<file path="src/rtl/rca_pkg.sv">
// rca_pkg: constants shared by the serial add/sub unit, the ripple-carry
// adder and their benches.
//   RCA_WIDTH  default operand width
//   state_t    FSM encodings for the serial unit
//   ADD / SUB  values of the sub control bit
package rca_pkg;

  localparam int RCA_WIDTH = 4;

  typedef enum logic [1:0] {
    ST_IDLE = 2'd0,
    ST_RUN  = 2'd1,
    ST_DONE = 2'd2
  } state_t;

  localparam logic ADD = 1'b0;
  localparam logic SUB = 1'b1;

endpackage

</file>
<file path="src/rtl/serial_addsub_if.sv">
// serial_addsub_if: request/response bundle for the bit-serial add/sub unit.
//   start, sub, x, y, c_in   request  (controller -> unit)
//   busy, done, s, c_out, ovf response (unit -> controller)
// Modports: master = controller side, slave = unit side.
interface serial_addsub_if #(parameter int WIDTH = rca_pkg::RCA_WIDTH);

  logic             start;
  logic             sub;
  logic [WIDTH-1:0] x;
  logic [WIDTH-1:0] y;
  logic             c_in;
  logic             busy;
  logic             done;
  logic [WIDTH-1:0] s;
  logic             c_out;
  logic             ovf;

  modport master (
    output start, sub, x, y, c_in,
    input  busy, done, s, c_out, ovf
  );

  modport slave (
    input  start, sub, x, y, c_in,
    output busy, done, s, c_out, ovf
  );

endinterface

</file>
<file path="src/rtl/full_adder.sv">
// full_adder: single-bit full adder cell.
//   a, b, ci  addend bits and carry-in
//   s, co     sum bit and carry-out
module full_adder (
  input  logic a,
  input  logic b,
  input  logic ci,
  output logic s,
  output logic co
);

  assign s  = a ^ b ^ ci;
  assign co = (a & b) | (ci & (a ^ b));

endmodule

</file>
<file path="src/rtl/serial_addsub.sv">
// serial_addsub: bit-serial add/subtract, one full-adder cell and a carry
// flop, one operand bit per clock, LSB first. WIDTH RUN cycles per op, then
// a one-cycle DONE pulse with the result.
//   clk, rst   clock, synchronous active-high reset
//   bus.start  accept request when IDLE or DONE (x, y, sub, c_in captured)
//   bus.busy   high during RUN
//   bus.done   one-cycle pulse when s/c_out/ovf are newly valid
//   bus.s      result, held until the next completion
//   bus.c_out  carry-out (add) or borrow-out (sub)
//   bus.ovf    signed two's-complement overflow
module serial_addsub
  import rca_pkg::*;
#(
  parameter int WIDTH = RCA_WIDTH
) (
  input  logic            clk,
  input  logic            rst,
  serial_addsub_if.slave  bus
);

  localparam int CW = (WIDTH > 1) ? $clog2(WIDTH) : 1;
  localparam logic [CW-1:0] CNT_LAST = CW'(WIDTH - 1);

  state_t           state, state_d;
  logic [CW-1:0]    cnt;
  logic [WIDTH-1:0] xr, yr;
  logic             subr;
  logic             cy;
  logic [WIDTH-2:0] acc;       // result bits collected so far, MSB-aligned
  logic [WIDTH-1:0] acc_n;
  logic [WIDTH-1:0] s_q;
  logic             c_q, ovf_q;
  logic             accept, last;
  logic             fa_b, fa_s, fa_co;

  // Subtract is x + ~y + ~borrow, so invert b per bit and the initial carry.
  assign fa_b  = yr[0] ^ subr;
  assign last  = (cnt == CNT_LAST);
  assign acc_n = {fa_s, acc};

  full_adder u_fa (
    .a  (xr[0]),
    .b  (fa_b),
    .ci (cy),
    .s  (fa_s),
    .co (fa_co)
  );

  always_comb begin
    state_d = state;
    accept  = 1'b0;
    case (state)
      ST_IDLE: if (bus.start) begin
        state_d = ST_RUN;
        accept  = 1'b1;
      end
      ST_RUN:  if (last) state_d = ST_DONE;
      ST_DONE: begin
        if (bus.start) begin
          state_d = ST_RUN;
          accept  = 1'b1;
        end else begin
          state_d = ST_IDLE;
        end
      end
      default: state_d = ST_IDLE;
    endcase
  end

  always_ff @(posedge clk) begin
    if (rst) begin
      state <= ST_IDLE;
      cnt   <= '0;
      xr    <= '0;
      yr    <= '0;
      subr  <= 1'b0;
      cy    <= 1'b0;
      acc   <= '0;
      s_q   <= '0;
      c_q   <= 1'b0;
      ovf_q <= 1'b0;
    end else begin
      state <= state_d;
      if (accept) begin
        xr   <= bus.x;
        yr   <= bus.y;
        subr <= bus.sub;
        cy   <= bus.sub ? ~bus.c_in : bus.c_in;
        cnt  <= '0;
      end else if (state == ST_RUN) begin
        xr  <= xr >> 1;
        yr  <= yr >> 1;
        cy  <= fa_co;
        acc <= acc_n[WIDTH-1:1];
        if (last) begin
          // Outputs change only here, so they hold the old result during RUN.
          s_q   <= acc_n;
          c_q   <= (subr == SUB) ? ~fa_co : fa_co;
          ovf_q <= cy ^ fa_co;   // carry into MSB vs carry out of MSB
        end else begin
          cnt <= cnt + 1'b1;
        end
      end
    end
  end

  assign bus.busy  = (state == ST_RUN);
  assign bus.done  = (state == ST_DONE);
  assign bus.s     = s_q;
  assign bus.c_out = c_q;
  assign bus.ovf   = ovf_q;

endmodule

</file>
<file path="src/flat_wrapper.sv">
// flat-port wrapper written by rule: the top's interface ports become plain ports
module serial_addsub_flat import rca_pkg::*;
#(
  parameter int WIDTH = RCA_WIDTH
)
  (clk, rst, bus_start, bus_sub, bus_x, bus_y, bus_c_in, bus_busy, bus_done, bus_s, bus_c_out, bus_ovf);
  serial_addsub_if #(.WIDTH(WIDTH)) bus_i ();
  input  logic clk;
  input  logic rst;
  input wire logic [$bits(bus_i.start)-1:0] bus_start;
  input wire logic [$bits(bus_i.sub)-1:0] bus_sub;
  input wire logic [$bits(bus_i.x)-1:0] bus_x;
  input wire logic [$bits(bus_i.y)-1:0] bus_y;
  input wire logic [$bits(bus_i.c_in)-1:0] bus_c_in;
  output wire logic [$bits(bus_i.busy)-1:0] bus_busy;
  output wire logic [$bits(bus_i.done)-1:0] bus_done;
  output wire logic [$bits(bus_i.s)-1:0] bus_s;
  output wire logic [$bits(bus_i.c_out)-1:0] bus_c_out;
  output wire logic [$bits(bus_i.ovf)-1:0] bus_ovf;
  assign bus_i.start = bus_start;
  assign bus_i.sub = bus_sub;
  assign bus_i.x = bus_x;
  assign bus_i.y = bus_y;
  assign bus_i.c_in = bus_c_in;
  assign bus_busy = bus_i.busy;
  assign bus_done = bus_i.done;
  assign bus_s = bus_i.s;
  assign bus_c_out = bus_i.c_out;
  assign bus_ovf = bus_i.ovf;
  serial_addsub #(.WIDTH(WIDTH)) u_core (.clk(clk), .rst(rst), .bus(bus_i));
endmodule
</file>
<file path="config.mk">
export PLATFORM = sky130hd
export DESIGN_NAME = serial_addsub_flat
export DESIGN_NICKNAME = d
export VERILOG_FILES = /design/src/rtl/rca_pkg.sv /design/src/rtl/serial_addsub_if.sv /design/src/rtl/full_adder.sv /design/src/rtl/serial_addsub.sv /design/src/flat_wrapper.sv
export SDC_FILE = /design/constraint.sdc
export NUM_CORES = 1
export LEC_CHECK = 0
export ABC_AREA = 1
export ABC_CLOCK_PERIOD_IN_PS = 1300
export CAP_MARGIN = 20
export CORE_ASPECT_RATIO = 0.9
export CORE_MARGIN = 3
export CORE_UTILIZATION = 57
export CTS_BUF_LIST = sky130_fd_sc_hd__clkbuf_8
export DETAILED_ROUTE_END_ITERATION = 8
export DONT_BUFFER_PORTS = 1
export GPL_TIMING_DRIVEN = 0
export PLACE_DENSITY = 0.75
export SLEW_MARGIN = 15
export SYNTH_ARGS = -nofsm -noshare
export SYNTH_HDL_FRONTEND = slang
export SYNTH_SLANG_ARGS = --single-unit
export TNS_END_PERCENT = 10
</file>
<file path="constraint.sdc">
create_clock -name clk -period 1.3 [get_ports clk]
set_input_delay 0.195 -clock clk [delete_from_list [all_inputs] [get_ports clk]]
set_output_delay 0.195 -clock clk [all_outputs]
set_load 0.02 [all_outputs]
</file>
* Word-level counts from Yosys, hierarchy flattened
Cells that the tools add are included.
** Operators by class
- Add/subtract/negate cells :: 1
- Equal/unequal tests :: 5
- Bitwise operators :: 11
- Reductions and logical operators :: 8
- Muxes and demuxes :: 14
** Operators by type and width (number)
- 4-bit two-way mux :: 4
- 1-bit two-way mux :: 7
- 2-bit one-hot mux with 3 select lines :: 1
- 2-bit AND reduction :: 3
- 2-bit equality test (second input constant) :: 2
- 2-bit two-way mux :: 2
- 1-bit NOT :: 4
- 2-bit OR reduction :: 2
- 1-bit bitwise XOR :: 4
- 3-bit AND reduction :: 1
- 2-bit by 1-bit adder with 2-bit output (second input constant) :: 1
- 1-bit AND :: 2
- 2-bit by 1-bit equality test with 1-bit output (second input constant) :: 1
- 2-bit zero test :: 1
- 2-bit by 1-bit inequality test with 1-bit output (second input constant) :: 1
- 2-bit inequality test (second input constant) :: 1
- 2-bit nonzero test :: 1
- 1-bit OR :: 1
** Word-level totals
- Input bits :: 13
- Flip-flop bits (word level) :: 23
- Word-level logic and storage cells :: 49

* Longest topological paths before layout
Gate-level depths: netlist (run 1).
- Depth after elaboration :: 6
- Gate-level depth with buffers :: 7
- Gate-level depth less buffers :: 7

* By module
Synthesis (run 1) repeated with hierarchy kept, for this count alone.
** Second synthesis, totals
- Cells, all modules :: 142
- Area, all modules :: 1061.0 µm²
** Modules (own cells, without submodules)
- serial_addsub :: area an instance 1041.0 µm², sequential area each 460.4 µm², cells an instance 141, instances 1
- full_adder :: area an instance 20.0 µm², sequential area each 0.0 µm², cells an instance 1, instances 1

* Worst setup path before layout (run 1)
No wires, ideal clock.
- Kind :: register -> register
- Start point :: reg u_core.subr
- End point :: reg u_core.ovf_q (netlist: u_core.bus.ovf)
- Path buffers :: 0
- Period minus slack after synthesis :: 1.234 ns
- Stages on the path, launching flop included :: 6
- Setup time :: 0.070 ns
- Arrival :: 1.165 ns
- Setup slack :: 0.066 ns
- Cells stage by stage :: dfxtp_1 xnor2_1 fa_1 xnor2_1 nand2_1 a21oi_1
** Between the ends
- Cells in the longest elaborated chain, start to end :: 5
** Ends and longest elaborated chain
- start: declaration :: line serial_addsub.sv:27 : logic subr;
- start signal: assignment :: line serial_addsub.sv:87 : subr <= bus.sub;
- 1-bit bitwise XOR * :: line serial_addsub.sv:37 : assign fa_b = yr[0] ^ subr;
- 1-bit bitwise XOR :: line full_adder.sv:13 : assign co = (a & b) | (ci & (a ^ b));
- 1-bit AND :: line full_adder.sv:13
- 1-bit OR * :: line full_adder.sv:13
- 1-bit bitwise XOR * :: line serial_addsub.sv:99 : ovf_q <= cy ^ fa_co;
- end signal: assignment :: line serial_addsub.sv:99
- end: declaration :: line serial_addsub.sv:32 : logic c_q, ovf_q;
Every way passes the cells marked *; elsewhere a longest branch is shown, timed or not.
A chain may end at the register's enable or synchronous reset.

* Worst setup path in the final report (run 1)
- Start point :: reg u_core.subr
- End point :: reg u_core.c_q (netlist: u_core.bus.c_out)
** Between the ends
- Cells in the longest elaborated chain, start to end :: 6
** Ends and longest elaborated chain
- 1-bit bitwise XOR :: line serial_addsub.sv:37
- 1-bit bitwise XOR :: line full_adder.sv:13
- 1-bit AND :: line full_adder.sv:13
- 1-bit OR :: line full_adder.sv:13
- 1-bit NOT :: line serial_addsub.sv:98 : c_q <= (subr == SUB) ? ~fa_co : fa_co;
- 1-bit two-way mux * :: line serial_addsub.sv:98
- end signal: assignment :: line serial_addsub.sv:98
- end: declaration :: line serial_addsub.sv:32
Marks and branches as above.

==> impl_metrics.env, run 1 <==
export IMPL_grt_pass1_wl_um=3080
export IMPL_min_period_ns=1.26
export IMPL_switching_share_pct=26.3
export IMPL_critical_path_class="register to register"
export IMPL_rsz0062_at_grt="true"
export IMPL_setup_tns_ns=0
export IMPL_rows=13
export IMPL_pwr_share_comb_pct=15.0
export IMPL_drt_iter0_drc=15
export IMPL_end_kind="register"
export IMPL_final_util_pct=70.9
export IMPL_detail_route_first_pass_iterations=4
export IMPL_syn_nets=157
export IMPL_cts_sinks=23
export IMPL_holdWs_ns=0.0656
export IMPL_wl_met3_um=130
export IMPL_floorplan_die_area_sq_mm=0.00236
export IMPL_seqPwrFrac_pct=54.6
export IMPL_max_freq_mhz=793
export IMPL_yosysMostFrequentCell="nand2_1"
export IMPL_synth_edf_count=0
export IMPL_nets=162
export IMPL_finalCritPeriodShare_pct=97.0
export IMPL_gp_congestion=0.731
export IMPL_hold_buffers=0
export IMPL_synth_seq_area_share_pct=44.5
export IMPL_max_stage_delay_ns=0.38
export IMPL_grt_ovfl_total=0
export IMPL_core_area_sq_mm=0.00158
export IMPL_ios=21
export IMPL_clockPowerShare_pct=30.4
export IMPL_start_util_pct=65.6
export IMPL_power_mw=1.42
export IMPL_skew_ns=0.00403
export IMPL_ys_flop_type="dfxtp_1"
export IMPL_syn_area_per_cell_sq_um=7.29
export IMPL_worstHoldPathType="input pin to register"
export IMPL_clkTransAtPathRegs_ns=0.08
export IMPL_finalMaxSlewViolations=0
export IMPL_place_inst=164
export IMPL_dieWidth_um=50.9
export IMPL_synth_distinct_cells=19
export IMPL_port_buffers=0
export IMPL_cts_max_path_buffers=2
export IMPL_cap_violations=0
export IMPL_grt_pass1_vias=762
export IMPL_synthCells=142
export IMPL_cts_root_buf="clkbuf_8"
export IMPL_via_per_inst=5.12
export IMPL_cts_tree="done"
export IMPL_synthArstFlopShare_pct=0
export IMPL_worst_slew_pin_slew_ns=0.437
export IMPL_crit_chain="xnor2_1 -> fa_2 -> xnor2_1 -> nand2_1 -> a21oi_1"
export IMPL_areaGrowthSynthToFinish_pct=8.10
export IMPL_wl_um=1860
export IMPL_routed_top_layer="met4"
export IMPL_clk_latency_ns=0.27
export IMPL_setup_viol=0
export IMPL_netlist_top_cells_area="dfxtp_1, nand2_1, nor2_1"
export IMPL_grt_max_degree=14
export IMPL_synth_area_leader_cell="dfxtp_1"
export IMPL_power_leakage_nw=0.516
export IMPL_cts_setup_buffers=0
export IMPL_drive_above_1_share_pct=11.6
export IMPL_required_ns=1.50
export IMPL_timing_slew_headroom_pct=70.7
export IMPL_drt_antenna_violating_nets=0
export IMPL_fin_cells=168
export IMPL_cpMaxStageDelayCell="fa_2"
export IMPL_ys_top_cells_by_count="nand2_1, dfxtp_1, nor2_1"
export IMPL_yosys_warnings=0
export IMPL_vdd_ir_drop_max_uv=921
export IMPL_crit_path_frequent_cell="xnor2_1"
export IMPL_synth_area_sq_mm=0.00103
export IMPL_vias=860
export IMPL_p_switching_mw=0.374
export IMPL_post_drt_wl_per_cell_um=11.0
export IMPL_grt_use_total_pct=18.3
export IMPL_dr_wl_met2_um=854
export IMPL_cts_max_level=1
export IMPL_antenna_found_initial=0
export IMPL_synth_seq_cells=23
export IMPL_finalHoldViolCount=0
export IMPL_dp_hpwl_um=1440
export IMPL_fillers=153
export IMPL_crit_fanout=3
export IMPL_wl_met1_um=838
export IMPL_p_int_mw=1.05
export IMPL_antenna_cells=0
export IMPL_synth_top_area_share_pct=44.5
export IMPL_drc=0
export IMPL_cts_buffers=3
export IMPL_start_kind="register"
export IMPL_worstPathArrival_ns=1.46
export IMPL_p_per_area_mw_per_mm2=1270
export IMPL_die_h_um=46.4
export IMPL_status="complete, no violations"
-- path summary, 6_finish.rpt --
| path | startpoint | to | slack (ns) | cells past startpoint |
|---|---|---|---|---|
| max | u_core.subr | u_core.bus.c_out | 0.04 | 5 |
| min | bus_x[3] | u_core.xr[3] | 0.07 | 2 |
| max reg2reg | u_core.subr | u_core.bus.c_out | 0.04 | 5 |
| min reg2reg | u_core.yr[3] | u_core.yr[3] | 0.47 | 2 |
-- metrics by stage --
| step | cell area, sq um | setup WS (ns) |
|---|---|---|
| floorplan | 1030 | 0.0656 |
| global placement | 1060 | -0.00250 |
| detailed placement | 1060 | -0.0323 |
| CTS | 1110 | 0.00803 |
| global route | 1120 | -0.0387 |
| finish | 1120 | 0.0387 |
-- layout make-up --
type	count	area, sq um	share of cell area [%]
flip-flops and latches	23	463	41.4
multi-input cells	96	473	42.3
inverters	19	73.8	6.60
clock buffers	3	41.3	3.69
plain buffers	4	35.0	3.13
clock inverters	1	5.00	0.447
well taps	22	27.5	2.46
-- cell usage in the layout (no fill, tap or decap) --
master    instances
a21oi_1          10
inv_1            17
clkinv_2          1
ha_1              1
nand2_1          30
dfxtp_2           2
dfxtp_1          21
nand2_2           2
nand3_1          13
nand2_4           1
buf_6             1
nor2_1           22
nor2_4            1
clkbuf_8          4
xor2_1            1
xnor2_1           3
inv_4             1
inv_2             1
o21ai_0           9
o21ai_1           1
buf_2             2
a21boi_0          1
fa_2              1
-- registers in the layout, indices dropped and copies added, names as in the netlist --
register,cells
u_core.bus.s,4
u_core.xr,4
u_core.yr,4
u_core.acc,3
u_core.cnt,2
u_core.state,2
u_core.bus.c_out,1
u_core.bus.ovf,1
u_core.cy,1
u_core.subr,1
-- power by group through the flow --
stage	combinational (mW)	sequential (mW)	clock, mW
4_1_cts	0.212	0.776	0.457
5_1_grt	0.245	0.782	0.487
3_3_place_gp	0.202	0.791	0
2_1_floorplan	0.174	0.787	0
3_5_place_dp	0.208	0.792	0
6_report	0.213	0.777	0.433
-- metal layers --
layer,vias to the layer above,GRT usage (%)
li1,451,-
met1,384,20.3
met2,20,30.8
met3,5,8.09
met4,0,8.06
met5,-,0
-- repair_timing --
| action | 4_1_cts | 5_1_grt |
|---|---|---|
| gates cloned | 0 | 0 |
| setup endpoints to repair | 2 | 9 |
| gates resized for setup | 1 | 5 |
-- logic make-up (layout without fill, tap and decap cells) --
family	Yosys count	count (layout)	share of synthesized area, %
AO/OA/AOI/OAI	21	21	10.4
XOR/XNOR	4	4	3.39
adder cells (fa/ha/maj)	2	2	3.14
buffers and inverters	23	27	10.3
flip-flops	23	23	44.5
AND/OR/NAND/NOR	69	69	28.3
-- critical path: cells and delay by family, from the launching register on --
kind                     cells  cell delay, ns
flip-flops                   1            0.34
adder cells (fa/ha/maj)      1            0.38
XOR/XNOR                     2            0.30
AO/OA/AOI/OAI                1            0.11
AND/OR/NAND/NOR              1            0.06
No activity file was read; power rests on OpenSTA's default activity.
==> inputs of run 2 (changes only) <==
--- a/config.mk
+++ b/config.mk
@@ -6,7 +6,7 @@
 export NUM_CORES = 1
 export LEC_CHECK = 0
 export ABC_AREA = 1
-export ABC_CLOCK_PERIOD_IN_PS = 1300
+export ABC_CLOCK_PERIOD_IN_PS = 1100
 export CAP_MARGIN = 20
 export CORE_ASPECT_RATIO = 0.9
 export CORE_MARGIN = 3
==> constraint.sdc (replaced) <==
create_clock -name clk -period 1.1 [get_ports clk]
set_input_delay 0.165 -clock clk [delete_from_list [all_inputs] [get_ports clk]]
set_output_delay 0.165 -clock clk [all_outputs]
set_load 0.02 [all_outputs]
==> run 2 against run 1 <==
  * The run now ends with setup timing left
  * Worst hold slack lost 0.033 ns
  * Global-route usage grew 1.4 points
  * Utilization grew 2.4 points
  * Highest routed layer unchanged
  * Register-to-register slack lost 0.21 ns
  * Sequential share of layout area shrank 0.91 points
  * Die area is the same
  * Critical path depth is the same
  * Clock skew shrank 0.0024 ns
  * Sequential power grew 19%
  * Setup slack lost 0.21 ns
==> impl_metrics.env, run 2 (synthesis gave the netlist of run 1 again) <==
export IMPL_crit_chain="xnor2_2 -> fa_2 -> xnor2_1 -> nand2_1 -> a21oi_2"
export IMPL_end_kind="register"
export IMPL_rsz0062_at_grt="true"
export IMPL_critical_path_class="register to register"
export IMPL_worst_slew_pin_slew_ns=0.282
export IMPL_finalMaxSlewViolations=0
export IMPL_grt_pass1_wl_um=3300
export IMPL_cts_buffers=3
export IMPL_max_stage_delay_ns=0.38
export IMPL_final_common_cell="nand2_1"
export IMPL_cts_root_buf="clkbuf_8"
export IMPL_clkTransAtPathRegs_ns=0.08
export IMPL_worstPathArrival_ns=1.48
export IMPL_cap_violations=0
export IMPL_via_per_inst=5.13
export IMPL_place_inst=164
export IMPL_status="complete, but fails checks"
export IMPL_dieWidth_um=50.9
export IMPL_vdd_ir_drop_max_uv=1630
export IMPL_clk_latency_ns=0.27
export IMPL_cts_sinks=23
export IMPL_areaGrowthSynthToFinish_pct=11.7
export IMPL_antenna_cells=0
export IMPL_port_buffers=0
export IMPL_drt_iter0_drc=24
export IMPL_nets=162
export IMPL_fin_cells=168
export IMPL_drt_antenna_violating_nets=0
export IMPL_antenna_found_initial=0
export IMPL_core_area_sq_mm=0.00158
export IMPL_cts_max_level=1
export IMPL_layout_setup_ws_ns=-0.167
export IMPL_ios=21
export IMPL_cpMaxStageDelayCell="fa_2"
export IMPL_timing_slew_headroom_pct=81.2
export IMPL_r2r_setup_slack_ns=-0.17
export IMPL_min_period_ns=1.27
export IMPL_detail_route_first_pass_iterations=4
export IMPL_start_kind="register"
export IMPL_power_leakage_nw=0.522
export IMPL_wl_um=2020
export IMPL_setup_viol=5
export IMPL_grt_use_total_pct=19.7
export IMPL_violations="setup timing"
export IMPL_grt_max_degree=14
export IMPL_rows=13
export IMPL_vias=861
export IMPL_grt_pass1_vias=782
export IMPL_drive_above_1_share_pct=17.8
export IMPL_cts_max_path_buffers=2
export IMPL_cts_setup_buffers=0
export IMPL_die_h_um=46.4
export IMPL_gp_congestion=0.725
export IMPL_dp_hpwl_um=1430
export IMPL_floorplan_die_area_sq_mm=0.00236
export IMPL_required_ns=1.31
export IMPL_cts_tree="done"
export IMPL_layout_common_cells="nand2_1, nor2_1, dfxtp_1"
export IMPL_hold_buffers=0
export IMPL_finalHoldViolCount=0
export IMPL_post_drt_wl_per_cell_um=12.0
export IMPL_finalCritPeriodShare_pct=115
export IMPL_p_per_area_mw_per_mm2=1480
export IMPL_drc=0
export IMPL_max_freq_mhz=789
export IMPL_skew_ns=0.00160
export IMPL_grt_ovfl_total=0
export IMPL_start_util_pct=65.6
export IMPL_crit_fanout=3
export IMPL_worstHoldPathType="input pin to register"
export IMPL_holdWs_ns=0.0322
## run 2: changes by cell type in the layout (fill, tap and decap cells not counted), moves of 2 or more
cell     previous run  this run
a21oi_1            10         8
a21oi_2             0         2
dfxtp_1            21        19
nor2_1             22        20
nor2_2              0         2
## run 2: area by class of cell
type / instances / area, sq um
buffer: 4 / 35.0
clock buffer: 3 / 41.3
clock inverter: 1 / 5.00
fill: 136 / 422
inverter: 19 / 78.8
multi-input combinational: 96 / 500
sequential: 23 / 468
tap: 22 / 27.5
## run 2: final timing paths
check	from	endpoint	cells past startpoint
min reg2reg	u_core.yr[3]	u_core.yr[3]	2
min	bus_x[3]	u_core.xr[3]	2
max reg2reg	u_core.subr	u_core.bus.c_out	5
max	u_core.subr	u_core.bus.c_out	5
## run 2: report_power, final
group          switching [mW]  total (mW)  internal (mW)
clock                   0.263       0.517          0.253
combinational           0.160       0.270          0.109
sequential             0.0371       0.922          0.885
## run 2: metrics by stage
step | util, % | TNS, ns | power, mW | area (sq um) | setup WS [ns]
after floorplan | - | -0.283 | 1.14 | 1040 | -0.0732
after global placement | 67.5 | -1.39 | 1.18 | 1060 | -0.179
after detailed placement | 67.5 | -1.81 | 1.19 | 1060 | -0.195
after CTS | 72.3 | -0.515 | 1.71 | 1140 | -0.164
after global routing | 73.3 | -0.954 | 1.80 | 1160 | -0.220
final | 73.3 | -0.530 | 1.71 | 1160 | -0.167
## run 2: repair_timing
action	CTS	global route
pin swaps	4	0
gates resized for setup	13	5
cloned	0	0
endpoints found under the setup margin	21	15
## run 2: routing by layer
metal	vias up	wire length (um)	track usage [%]
li1	450	-	-
met1	387	923	22.1
met2	19	949	32.6
met3	5	106	8.41
met4	0	40	9.68
met5	-	0	0
## run 2: worst max-delay path: cells and delay by family (launching register included)
family | cells | cell delay, ns
adders and majority gates | 1 | 0.38
and+or+nand+nor | 1 | 0.08
DFF | 1 | 0.35
AOI/OAI and AO/OA | 1 | 0.11
xor gates and xnor gates | 2 | 0.30
